$ cat config.mk
export PLATFORM = sky130hd
export DESIGN_NAME = riscv_decode_stage
export DESIGN_NICKNAME = d
export VERILOG_FILES = /design/src/rtl/riscv_decode_stage_pkg.sv /design/src/rtl/riscv_decode_stage_regfile.sv /design/src/rtl/riscv_decode_stage.sv
export SDC_FILE = /design/constraint.sdc
export NUM_CORES = 2
export LEC_CHECK = 0
export CAP_MARGIN = 5
export CORE_ASPECT_RATIO = 0.5
export CORE_MARGIN = 2
export CORE_UTILIZATION = 60
export CTS_CLUSTER_SIZE = 14
export DETAILED_ROUTE_END_ITERATION = 16
export PLACE_DENSITY = 0.79
export SYNTH_ARGS = -nofsm -noshare
export SYNTH_HDL_FRONTEND = slang
export SYNTH_SLANG_ARGS = --single-unit
$ cat constraint.sdc
create_clock -name clk -period 105.9 [get_ports clk]
set_input_delay 15.885 -clock clk [delete_from_list [all_inputs] [get_ports clk]]
set_output_delay 15.885 -clock clk [all_outputs]
set_load 0.01 [all_outputs]
$ cat src/rtl/riscv_decode_stage_pkg.sv
// Shared types for the decode stage: ALU function and branch encodings, opcodes,
// the decoded-instruction record and the combinational instruction decoder.
package riscv_decode_stage_pkg;

  localparam int XLEN     = 32;
  localparam int NUM_REGS = 32;

  localparam logic [6:0] OP_R    = 7'b0110011;
  localparam logic [6:0] OP_I    = 7'b0010011;
  localparam logic [6:0] OP_SB   = 7'b1100011;
  localparam logic [6:0] F7_BASE = 7'b0000000;
  localparam logic [6:0] F7_ALT  = 7'b0100000;

  typedef enum logic [9:0] {
    ALU_ADD  = 10'h000,
    ALU_SLL  = 10'h001,
    ALU_SLT  = 10'h002,
    ALU_SLTU = 10'h003,
    ALU_XOR  = 10'h004,
    ALU_SRL  = 10'h005,
    ALU_OR   = 10'h006,
    ALU_AND  = 10'h007,
    ALU_SUB  = 10'h100,
    ALU_SRA  = 10'h105
  } alu_func_t;

  // BR_NONE reuses funct3 010, which is never a legal branch
  typedef enum logic [2:0] {
    BR_BEQ  = 3'b000,
    BR_BNE  = 3'b001,
    BR_NONE = 3'b010,
    BR_BLT  = 3'b100,
    BR_BGE  = 3'b101,
    BR_BLTU = 3'b110,
    BR_BGEU = 3'b111
  } branch_t;

  typedef struct packed {
    logic [4:0]      rs1;
    logic [4:0]      rs2;
    logic [4:0]      rd;
    logic            use_rs1;
    logic            use_rs2;
    logic            use_imm;
    logic            shift_from_rs2;
    logic            rd_we;
    logic            illegal;
    alu_func_t       alu_func;
    branch_t         branch;
    logic [XLEN-1:0] imm_i;
    logic [XLEN-1:0] br_off;
    logic [4:0]      shift_imm;
  } decoded_t;

  function automatic decoded_t decode_instr(input logic [31:0] instr);
    decoded_t   d;
    logic [6:0] f7;
    logic [2:0] f3;
    f7 = instr[31:25];
    f3 = instr[14:12];
    d = '0;
    d.alu_func = ALU_ADD;
    d.branch   = BR_NONE;
    d.rs1      = instr[19:15];
    d.rs2      = instr[24:20];
    case (instr[6:0])
      OP_R: begin
        if (f7 == F7_BASE || (f7 == F7_ALT && (f3 == 3'b000 || f3 == 3'b101))) begin
          d.alu_func       = alu_func_t'({f7, f3});
          d.use_rs1        = 1'b1;
          d.use_rs2        = 1'b1;
          d.shift_from_rs2 = 1'b1;
          d.rd             = instr[11:7];
          d.rd_we          = 1'b1;
        end else begin
          d.illegal = 1'b1;
        end
      end
      OP_I: begin
        if ((f3 == 3'b001 && f7 != F7_BASE) ||
            (f3 == 3'b101 && f7 != F7_BASE && f7 != F7_ALT)) begin
          d.illegal = 1'b1;
        end else begin
          d.alu_func  = alu_func_t'((f3 == 3'b101) ? {f7, f3} : {7'h00, f3});
          d.use_rs1   = 1'b1;
          d.use_imm   = 1'b1;
          d.imm_i     = {{20{instr[31]}}, instr[31:20]};
          d.shift_imm = instr[24:20];
          d.rd        = instr[11:7];
          d.rd_we     = 1'b1;
        end
      end
      OP_SB: begin
        if (f3 == 3'b010 || f3 == 3'b011) begin
          d.illegal = 1'b1;
        end else begin
          d.alu_func = ALU_SUB;
          d.branch   = branch_t'(f3);
          d.use_rs1  = 1'b1;
          d.use_rs2  = 1'b1;
          d.br_off   = {{19{instr[31]}}, instr[31], instr[7], instr[30:25], instr[11:8], 1'b0};
        end
      end
      default: d.illegal = 1'b1;
    endcase
    return d;
  endfunction

endpackage

$ cat src/rtl/riscv_decode_stage_regfile.sv
// 32x32 register file: two asynchronous read ports, one synchronous write port,
// x0 reads as zero and a same-cycle write is forwarded to the read ports.
module riscv_regfile
  import riscv_decode_stage_pkg::*;
(
  input  logic            clk,
  input  logic            rst,
  input  logic            we,
  input  logic [4:0]      waddr,
  input  logic [XLEN-1:0] wdata,
  input  logic [4:0]      raddr1,
  output logic [XLEN-1:0] rdata1,
  input  logic [4:0]      raddr2,
  output logic [XLEN-1:0] rdata2
);

  logic [XLEN-1:0] regs_q [NUM_REGS];
  logic [XLEN-1:0] regs_d [NUM_REGS];

  always_comb begin
    regs_d = regs_q;
    if (we && waddr != 5'd0) regs_d[waddr] = wdata;
  end

  always_ff @(posedge clk or posedge rst) begin
    if (rst) begin
      for (int i = 0; i < NUM_REGS; i++) regs_q[i] <= '0;
    end else begin
      regs_q <= regs_d;
    end
  end

  always_comb begin
    rdata1 = (raddr1 == 5'd0) ? '0 : (we && waddr == raddr1) ? wdata : regs_q[raddr1];
    rdata2 = (raddr2 == 5'd0) ? '0 : (we && waddr == raddr2) ? wdata : regs_q[raddr2];
  end

endmodule

$ cat src/rtl/riscv_decode_stage.sv
// Decode/operand-fetch stage feeding riscv_alu: decodes R, I-ALU and SB instructions,
// reads operands, stalls on RAW hazards via a scoreboard and registers the ALU entry.
module riscv_decode_stage
  import riscv_decode_stage_pkg::*;
(
  input  logic            clk,
  input  logic            rst,
  input  logic            in_valid,
  output logic            in_ready,
  input  logic [31:0]     in_instr,
  input  logic [31:0]     in_pc,
  input  logic            wb_en,
  input  logic [4:0]      wb_rd,
  input  logic [XLEN-1:0] wb_data,
  input  logic            flush,
  output logic            out_valid,
  input  logic            out_ready,
  output logic [XLEN-1:0] out_a,
  output logic [XLEN-1:0] out_b,
  output logic [4:0]      out_shift,
  output alu_func_t       out_alu_func,
  output branch_t         out_branch,
  output logic [4:0]      out_rd,
  output logic            out_rd_we,
  output logic [XLEN-1:0] out_imm,
  output logic [31:0]     out_pc,
  output logic            out_illegal
);

  decoded_t        dec;
  logic [XLEN-1:0] rs1_val, rs2_val;
  logic            hazard, accept;
  logic [NUM_REGS-1:0] pending_q, pending_d;

  logic            out_valid_q, out_valid_d;
  logic [XLEN-1:0] out_a_q, out_a_d, out_b_q, out_b_d, out_imm_q, out_imm_d;
  logic [4:0]      out_shift_q, out_shift_d, out_rd_q, out_rd_d;
  alu_func_t       out_alu_func_q, out_alu_func_d;
  branch_t         out_branch_q, out_branch_d;
  logic            out_rd_we_q, out_rd_we_d, out_illegal_q, out_illegal_d;
  logic [31:0]     out_pc_q, out_pc_d;

  assign dec = decode_instr(in_instr);

  riscv_regfile u_regfile (
    .clk    (clk),
    .rst    (rst),
    .we     (wb_en),
    .waddr  (wb_rd),
    .wdata  (wb_data),
    .raddr1 (dec.rs1),
    .rdata1 (rs1_val),
    .raddr2 (dec.rs2),
    .rdata2 (rs2_val)
  );

  // A pending source is fine if its writeback arrives this cycle (it is bypassed)
  always_comb begin
    hazard = 1'b0;
    if (dec.use_rs1 && dec.rs1 != 5'd0 && pending_q[dec.rs1] && !(wb_en && wb_rd == dec.rs1))
      hazard = 1'b1;
    if (dec.use_rs2 && dec.rs2 != 5'd0 && pending_q[dec.rs2] && !(wb_en && wb_rd == dec.rs2))
      hazard = 1'b1;
  end

  assign in_ready = !hazard && (!out_valid_q || out_ready) && !flush;
  assign accept   = in_valid && in_ready;

  // Set is applied last so a same-cycle set of the cleared rd wins
  always_comb begin
    pending_d = pending_q;
    if (wb_en && wb_rd != 5'd0) pending_d[wb_rd] = 1'b0;
    if (flush && out_valid_q && out_rd_we_q) pending_d[out_rd_q] = 1'b0;
    if (accept && dec.rd_we && dec.rd != 5'd0) pending_d[dec.rd] = 1'b1;
  end

  always_comb begin
    out_valid_d    = out_valid_q;
    out_a_d        = out_a_q;
    out_b_d        = out_b_q;
    out_shift_d    = out_shift_q;
    out_alu_func_d = out_alu_func_q;
    out_branch_d   = out_branch_q;
    out_rd_d       = out_rd_q;
    out_rd_we_d    = out_rd_we_q;
    out_imm_d      = out_imm_q;
    out_pc_d       = out_pc_q;
    out_illegal_d  = out_illegal_q;
    if (flush) begin
      out_valid_d = 1'b0;
    end else if (accept) begin
      out_valid_d    = 1'b1;
      out_a_d        = dec.use_rs1 ? rs1_val : '0;
      out_b_d        = dec.use_imm ? dec.imm_i : (dec.use_rs2 ? rs2_val : '0);
      out_shift_d    = dec.shift_from_rs2 ? rs2_val[4:0] : dec.shift_imm;
      out_alu_func_d = dec.alu_func;
      out_branch_d   = dec.branch;
      out_rd_d       = dec.rd;
      out_rd_we_d    = dec.rd_we;
      out_imm_d      = dec.br_off;
      out_pc_d       = in_pc;
      out_illegal_d  = dec.illegal;
    end else if (out_valid_q && out_ready) begin
      out_valid_d = 1'b0;
    end
  end

  always_ff @(posedge clk or posedge rst) begin
    if (rst) begin
      pending_q      <= '0;
      out_valid_q    <= 1'b0;
      out_a_q        <= '0;
      out_b_q        <= '0;
      out_shift_q    <= '0;
      out_alu_func_q <= ALU_ADD;
      out_branch_q   <= BR_NONE;
      out_rd_q       <= '0;
      out_rd_we_q    <= 1'b0;
      out_imm_q      <= '0;
      out_pc_q       <= '0;
      out_illegal_q  <= 1'b0;
    end else begin
      pending_q      <= pending_d;
      out_valid_q    <= out_valid_d;
      out_a_q        <= out_a_d;
      out_b_q        <= out_b_d;
      out_shift_q    <= out_shift_d;
      out_alu_func_q <= out_alu_func_d;
      out_branch_q   <= out_branch_d;
      out_rd_q       <= out_rd_d;
      out_rd_we_q    <= out_rd_we_d;
      out_imm_q      <= out_imm_d;
      out_pc_q       <= out_pc_d;
      out_illegal_q  <= out_illegal_d;
    end
  end

  assign out_valid    = out_valid_q;
  assign out_a        = out_a_q;
  assign out_b        = out_b_q;
  assign out_shift    = out_shift_q;
  assign out_alu_func = out_alu_func_q;
  assign out_branch   = out_branch_q;
  assign out_rd       = out_rd_q;
  assign out_rd_we    = out_rd_we_q;
  assign out_imm      = out_imm_q;
  assign out_pc       = out_pc_q;
  assign out_illegal  = out_illegal_q;

endmodule

# Word-level counts from Yosys, hierarchy flattened

Cells that the tools add are included.

Shifts and indexed selects: 0
Reduce and logical (&&, ||, !) cells: 46
Magnitude comparators: 12
Equal/unequal tests: 11
Divide/modulo/power cells: 0
Bitwise operators: 9
Multipliers: 0
Multiplexer cells: 62
Add/sub/neg operators: 0

Operators by type and width:

| operator                                                                            | number |
|---|---|
| 1024-bit bitwise mux                                                                | 1 |
| 32-bit 2-to-1 mux                                                                   | 19 |
| 32-bit binary-select mux with 5-bit select                                          | 2 |
| 32-bit demux with 5-bit select                                                      | 1 |
| 32-bit bitwise AND                                                                  | 2 |
| 32-bit inverter                                                                     | 2 |
| 32-bit bitwise OR                                                                   | 1 |
| 5-bit by 6-bit less-than comparator with 1-bit output, second input constant        | 5 |
| 10-bit 2-to-1 mux                                                                   | 3 |
| 10-bit case mux with 3 select lines                                                 | 1 |
| 1-bit logical AND                                                                   | 25 |
| 5-bit nonzero test                                                                  | 4 |
| 6-bit greater-or-equal comparator, second input constant                            | 3 |
| 5-bit inverter with 6-bit output                                                    | 3 |
| 1-bit 2-to-1 mux                                                                    | 16 |
| 1-bit demux with 5-bit select                                                       | 3 |
| 5-bit by 1-bit greater-or-equal comparator with 1-bit output, second input constant | 3 |
| 5-bit 2-to-1 mux                                                                    | 3 |
| 7-bit by 6-bit equality test with 1-bit output, second input constant               | 2 |
| 12-bit 2-to-1 mux                                                                   | 1 |
| 1-bit binary-select mux with 5-bit select                                           | 2 |
| 5-bit equality test                                                                 | 2 |
| 5-bit logical NOT                                                                   | 2 |
| 5-bit case mux with 2 select lines                                                  | 1 |
| 21 further kinds                                                                    | 33 |

Memories: 0
Bits of input ports: 107
RAM bits: 0
Latch bits: 0
Register bits: 1,210
Bits in read-only memories: 0
Output and inout port bits: 155

# Longest topological paths before layout

Depth in word-level cells: 18
Depth in mapped cells: 13

# Cells and area by module

Synthesis repeated with hierarchy kept, for this count alone.

Cells, all modules: 4,577
Area total of the unflattened synthesis: 63,518.4 µm²

Modules (own cells, without submodules):

| module             | cells an instance | instances | area an instance (µm²) | seq. area each (µm²) |
|---|---|---|---|---|
| riscv_regfile      | 3,810             | 1         | 55,144.1               | 25,624.6 |
| riscv_decode_stage | 767               | 1         | 8,374.3                | 4,155.2 |

# Least setup slack after synthesis

OpenSTA, ideal clock, no wires.

Kind: input-to-output
Start point: input port in_instr[22]
End point: output port in_ready
Required time: 90.015 ns
Data arrival time: 17.622 ns
Slack: 72.393 ns
Stages on the path: 6
Cell sequence: buf_2 -> mux4_2 -> nor2b_1 -> a2111oi_0 -> nor4_1 -> nor4b_1

Word-level cells in the longest chain between the ends: 8
Elaborated cells on any way between the ends: 13
Classes of those cells: 1 x eq/ne; 3 x mux; 9 x reduce/logical

RTL lines:

| item                                                                        | line                     | RTL |
|---|---|---|
| start: declaration                                                          | riscv_decode_stage.sv:10 | `input logic [31:0] in_instr,` |
| 1-bit binary-select mux with 5-bit select (tied with other cells)           | riscv_decode_stage.sv:62 | `if (dec.use_rs2 && dec.rs2 != 5'd0 && pending_q[dec.rs2] && !(wb_en && wb_rd == dec.rs2))` |
| 1-bit 2-to-1 mux (not written as such) or 1-bit logical AND (tied branches) | riscv_decode_stage.sv:62 |  |
| 1-bit logical AND or 1-bit logical NOT (tied branches)                      | riscv_decode_stage.sv:62 |  |
| 1-bit logical AND *                                                         | riscv_decode_stage.sv:62 |  |
| 1-bit 2-to-1 mux *                                                          | riscv_decode_stage.sv:62 |  |
| 1-bit logical NOT *                                                         | riscv_decode_stage.sv:66 | `assign in_ready = !hazard && (!out_valid_q \|\| out_ready) && !flush;` |
| 1-bit logical AND * (2 in a row)                                            | riscv_decode_stage.sv:66 |  |
| end: declaration                                                            | riscv_decode_stage.sv:9  | `output logic in_ready,` |

Every way passes the cells marked *; elsewhere a longest branch is shown, timed or not. The select of a mux whose other input is x is not followed.

# Worst setup path after layout

Start point: input port in_instr[17]
End point: output port in_ready

Word-level cells in the longest chain between the ends: 9
Elaborated cells on any way between the ends: 14
Classes of those cells: 1 x eq/ne; 4 x mux; 9 x reduce/logical

RTL lines:

| item                                                                        | line                     | RTL |
|---|---|---|
| 1-bit binary-select mux with 5-bit select (tied with other cells)           | riscv_decode_stage.sv:60 | `if (dec.use_rs1 && dec.rs1 != 5'd0 && pending_q[dec.rs1] && !(wb_en && wb_rd == dec.rs1))` |
| 1-bit 2-to-1 mux (not written as such) or 1-bit logical AND (tied branches) | riscv_decode_stage.sv:60 |  |
| 1-bit logical AND or 1-bit logical NOT (tied branches)                      | riscv_decode_stage.sv:60 |  |
| 1-bit logical AND *                                                         | riscv_decode_stage.sv:60 |  |
| 1-bit 2-to-1 mux *                                                          | riscv_decode_stage.sv:60 |  |
| 1-bit 2-to-1 mux *                                                          | riscv_decode_stage.sv:62 |  |
| 1-bit logical NOT *                                                         | riscv_decode_stage.sv:66 |  |
| 1-bit logical AND * (2 in a row)                                            | riscv_decode_stage.sv:66 |  |

Marks and branches as above.

==> impl_metrics.env <==
export IMPL_routed_via_density=7.311
export IMPL_avgSynthCellArea_um2=13.95
export IMPL_critPathArrivalTime_ns=19.74
export IMPL_numPortBuffers=260
export IMPL_grt_pass1_vias=44360
export IMPL_path_class="in -> out"
export IMPL_clock_sink_count=1190
export IMPL_synth_flop_cell="dfrtp_1"
export IMPL_die_w_um=461.2
export IMPL_ys_seq_elements=1190
export IMPL_path_max_fanout=31
export IMPL_die_h_um=232.6
export IMPL_fmax_mhz=28.07
export IMPL_startpoint_type="input pin"
export IMPL_min_period_ns=35.62
export IMPL_grt_usage_pct=36.66
export IMPL_multi_input_area_um2=30930
export IMPL_drt_pass1_iterations=7
export IMPL_cpMostUsedCell="clkdlybuf4s50_1"
export IMPL_clock_latency_ns=0.74
export IMPL_cts_buffers=108
export IMPL_hp_class="reg -> reg"
export IMPL_synth_edf_count=0
export IMPL_cts_root_buf="clkbuf_16"
export IMPL_grt_util_met1_pct=50.77
export IMPL_dp_hpwl_mm=109.2
export IMPL_maxCapViolCount=0
export IMPL_finalHoldViolations=0
export IMPL_yosysSeqAreaShare_pct=47.49
export IMPL_final_cell_mix="dfrtp_1 (1189), mux2_2 (990), mux4_2 (452)"
export IMPL_dpl_instance_area_um2=66090
export IMPL_fillers=6991
export IMPL_grt_overflow_total=0
export IMPL_ir_worst_vdd_v=0.00001321
export IMPL_met2_usage_pct=54.09
export IMPL_rows=83
export IMPL_hold_buffers=0
export IMPL_worst_slew_pin_slew_ns=1.295
export IMPL_grt_max_degree=134
export IMPL_htreeDepth=3
export IMPL_areaGrowthSynthToFinish_pct=11.12
export IMPL_cp_slowest_cell="clkdlybuf4s50_1"
export IMPL_stdcell_area_um2=69690
export IMPL_gp_congestion=0.9166
export IMPL_die_area_um2=107300
export IMPL_cts_resized=0
export IMPL_clk_path_buf_depth=3
export IMPL_use_met3_pct=11.52
export IMPL_grt_setup_unrepaired="false"
export IMPL_vias=43710
export IMPL_coreArea_um2=103100
export IMPL_finalMaxSlewViolations=0
export IMPL_synth_area_um2=62710
export IMPL_syn_num_nets=4603
export IMPL_seq_area_um2=29780
export IMPL_drive_above_1_share_pct=41.14
export IMPL_place_ws_ns=70.41
export IMPL_grt_pass1_wl_mm=290.0
export IMPL_min_period_over_period_pct=33.64
export IMPL_async_reset_ff_share_pct=100.0
export IMPL_synth_warnings=0
export IMPL_setup_ws_ns=70.28
export IMPL_clk_pin_slew_ns=0.07
export IMPL_drtIter0Drc=5755
export IMPL_powerDensity_nw_per_um2=17.70
export IMPL_setup_viol=0
export IMPL_detail_route_wl_per_cell_um=32.62
export IMPL_start_util_pct=60.81
export IMPL_tns_ns=0
export IMPL_timing_hold_ws_ns=0.3959
export IMPL_status="finished, final reports clean"
export IMPL_antenna_found_initial=10
export IMPL_critPathRequiredTime_ns=90.01
export IMPL_cpPeakStageDelay_ns=1.00
export IMPL_post_cts_buffers=0
export IMPL_ys_types=64
export IMPL_nets=4593
export IMPL_crit_chain="clkdlybuf4s50_1 -> xor2_1 -> nor4_1 -> nand3_4 -> o2111ai_1 -> nor3_2 -> nor4b_1 -> clkdlybuf4s50_1"
export IMPL_antenna_left=0
export IMPL_layout_commonest_cell="dfrtp_1"
export IMPL_skew_ns=0.03399
export IMPL_cts_tree="done"
export IMPL_synth_cells=4496
export IMPL_maxSlewHeadroom_pct=13.66
export IMPL_grt_busiest_layer="met2"
export IMPL_drt_drc_violations_left=0
export IMPL_p_leak_nw=30.09
export IMPL_routed_wl_mm=195.1
export IMPL_io_pin_count=262
export IMPL_end_kind="output pin"
-- path summary, 6_finish.rpt --
check	from	end	slack, ns	depth (start not counted)
setup / recovery	in_instr[17]	in_ready	70.28	8
hold / removal	u_regfile.regs_q[992]$_DFFE_PP0P_	u_regfile.regs_q[992]$_DFFE_PP0P_	0.40	0
setup reg to reg	pending_q[1]$_DFF_PP0_	out_a[28]$_DFFE_PP0P_	102.14	8
hold reg to reg	u_regfile.regs_q[992]$_DFFE_PP0P_	u_regfile.regs_q[992]$_DFFE_PP0P_	0.40	0
max in group asynchronous	rst	u_regfile.regs_q[273]$_DFFE_PP0P_	86.86	5
min in group asynchronous	rst	u_regfile.regs_q[481]$_DFFE_PP0P_	15.74	2
-- area by class of cell --
class	instances	share of cell area, %
clock buffer	159	4.456
multi-input combinational	2778	44.39
sequential	1190	42.73
tap	1402	2.517
inverter	31	0.1777
antenna	5	0.01795
clock inverter	37	0.6876
timing repair buffer	377	5.024
-- logic make-up after synthesis --
group / after synthesis / share of synthesized area, %
flops: 1190 / 47.49
simple gates: 558 / 4.256
buf+inv: 528 / 3.565
mux: 1730 / 39.34
xor+xnor: 11 / 0.1536
compound gates: 478 / 5.195
other cells: 1 / 0.005980
-- power breakdown --
group | switching [mW] | leakage, nW | internal (mW)
Combinational | 0.100 | 12.9 | 0.138
Sequential | 0.0571 | 15.4 | 0.531
Clock | 0.180 | 1.77 | 0.228
Total | 0.337 | 30.1 | 0.897
-- cell usage after synthesis, types with 8 or more instances --
cell      count  area share (%)
a21oi_1      60            0.48
a221oi_1     27            0.38
a22oi_1      76            0.91
a31oi_1      18            0.18
a32oi_1      23            0.32
and2_1       10            0.10
buf_1        46            0.28
buf_2        68            0.54
buf_4        25            0.30
buf_6        10            0.18
clkbuf_1    348             2.1
dfrtp_1    1189              47
inv_1        30            0.18
mux2_2      990              18
mux2_4       90             2.2
mux2i_1     191             3.0
mux4_2      452              16
nand2_1     197             1.2
nand2b_1     11            0.11
nand3_1      52            0.41
nand3b_1      8           0.096
nand4_1      61            0.61
nand4b_1      8            0.11
nor2_1      108            0.65
nor2b_1      15            0.15
nor3_1       50            0.40
o211ai_1     27            0.32
o21ai_0      91            0.73
o221ai_1     34            0.47
o22ai_1      68            0.68
o31ai_1       9            0.11
o41ai_1      13            0.18
xor2_1        9            0.13
-- metrics by stage --
stage,std cells,power [mW],utilization [%]
after detailed placement,5778,0.8266,64.09
final,5979,1.234,67.58
after global routing,5975,1.277,67.57
after floorplan,4496,0.7590,-
after global placement,5778,0.8097,64.09
after CTS,5974,1.230,67.57
-- registers in the layout (all words and copies together) (netlist names) --
register          count
out_valid             1
out_branch            3
out_alu_func         10
out_b                32
out_imm              12
out_rd                5
out_rd_we             1
out_shift             5
out_a                32
out_illegal           1
out_pc               32
u_regfile.regs_q   1024
pending_q            32
-- metal layers --
metal  share of wire (%)  vias up
met5               0.021        -
met1                  38    22790
li1                    -    17150
met2                  44     3092
met3                  13      672
met4                 4.9        6
-- worst max-delay path: cells and delay by family --
family | cells | cell delay [ns]
simple gates | 4 | 1.61
buf+inv | 2 | 1.60
compound gates | 1 | 0.48
xor+xnor | 1 | 0.14
No activity file was read; power rests on OpenSTA's default activity.
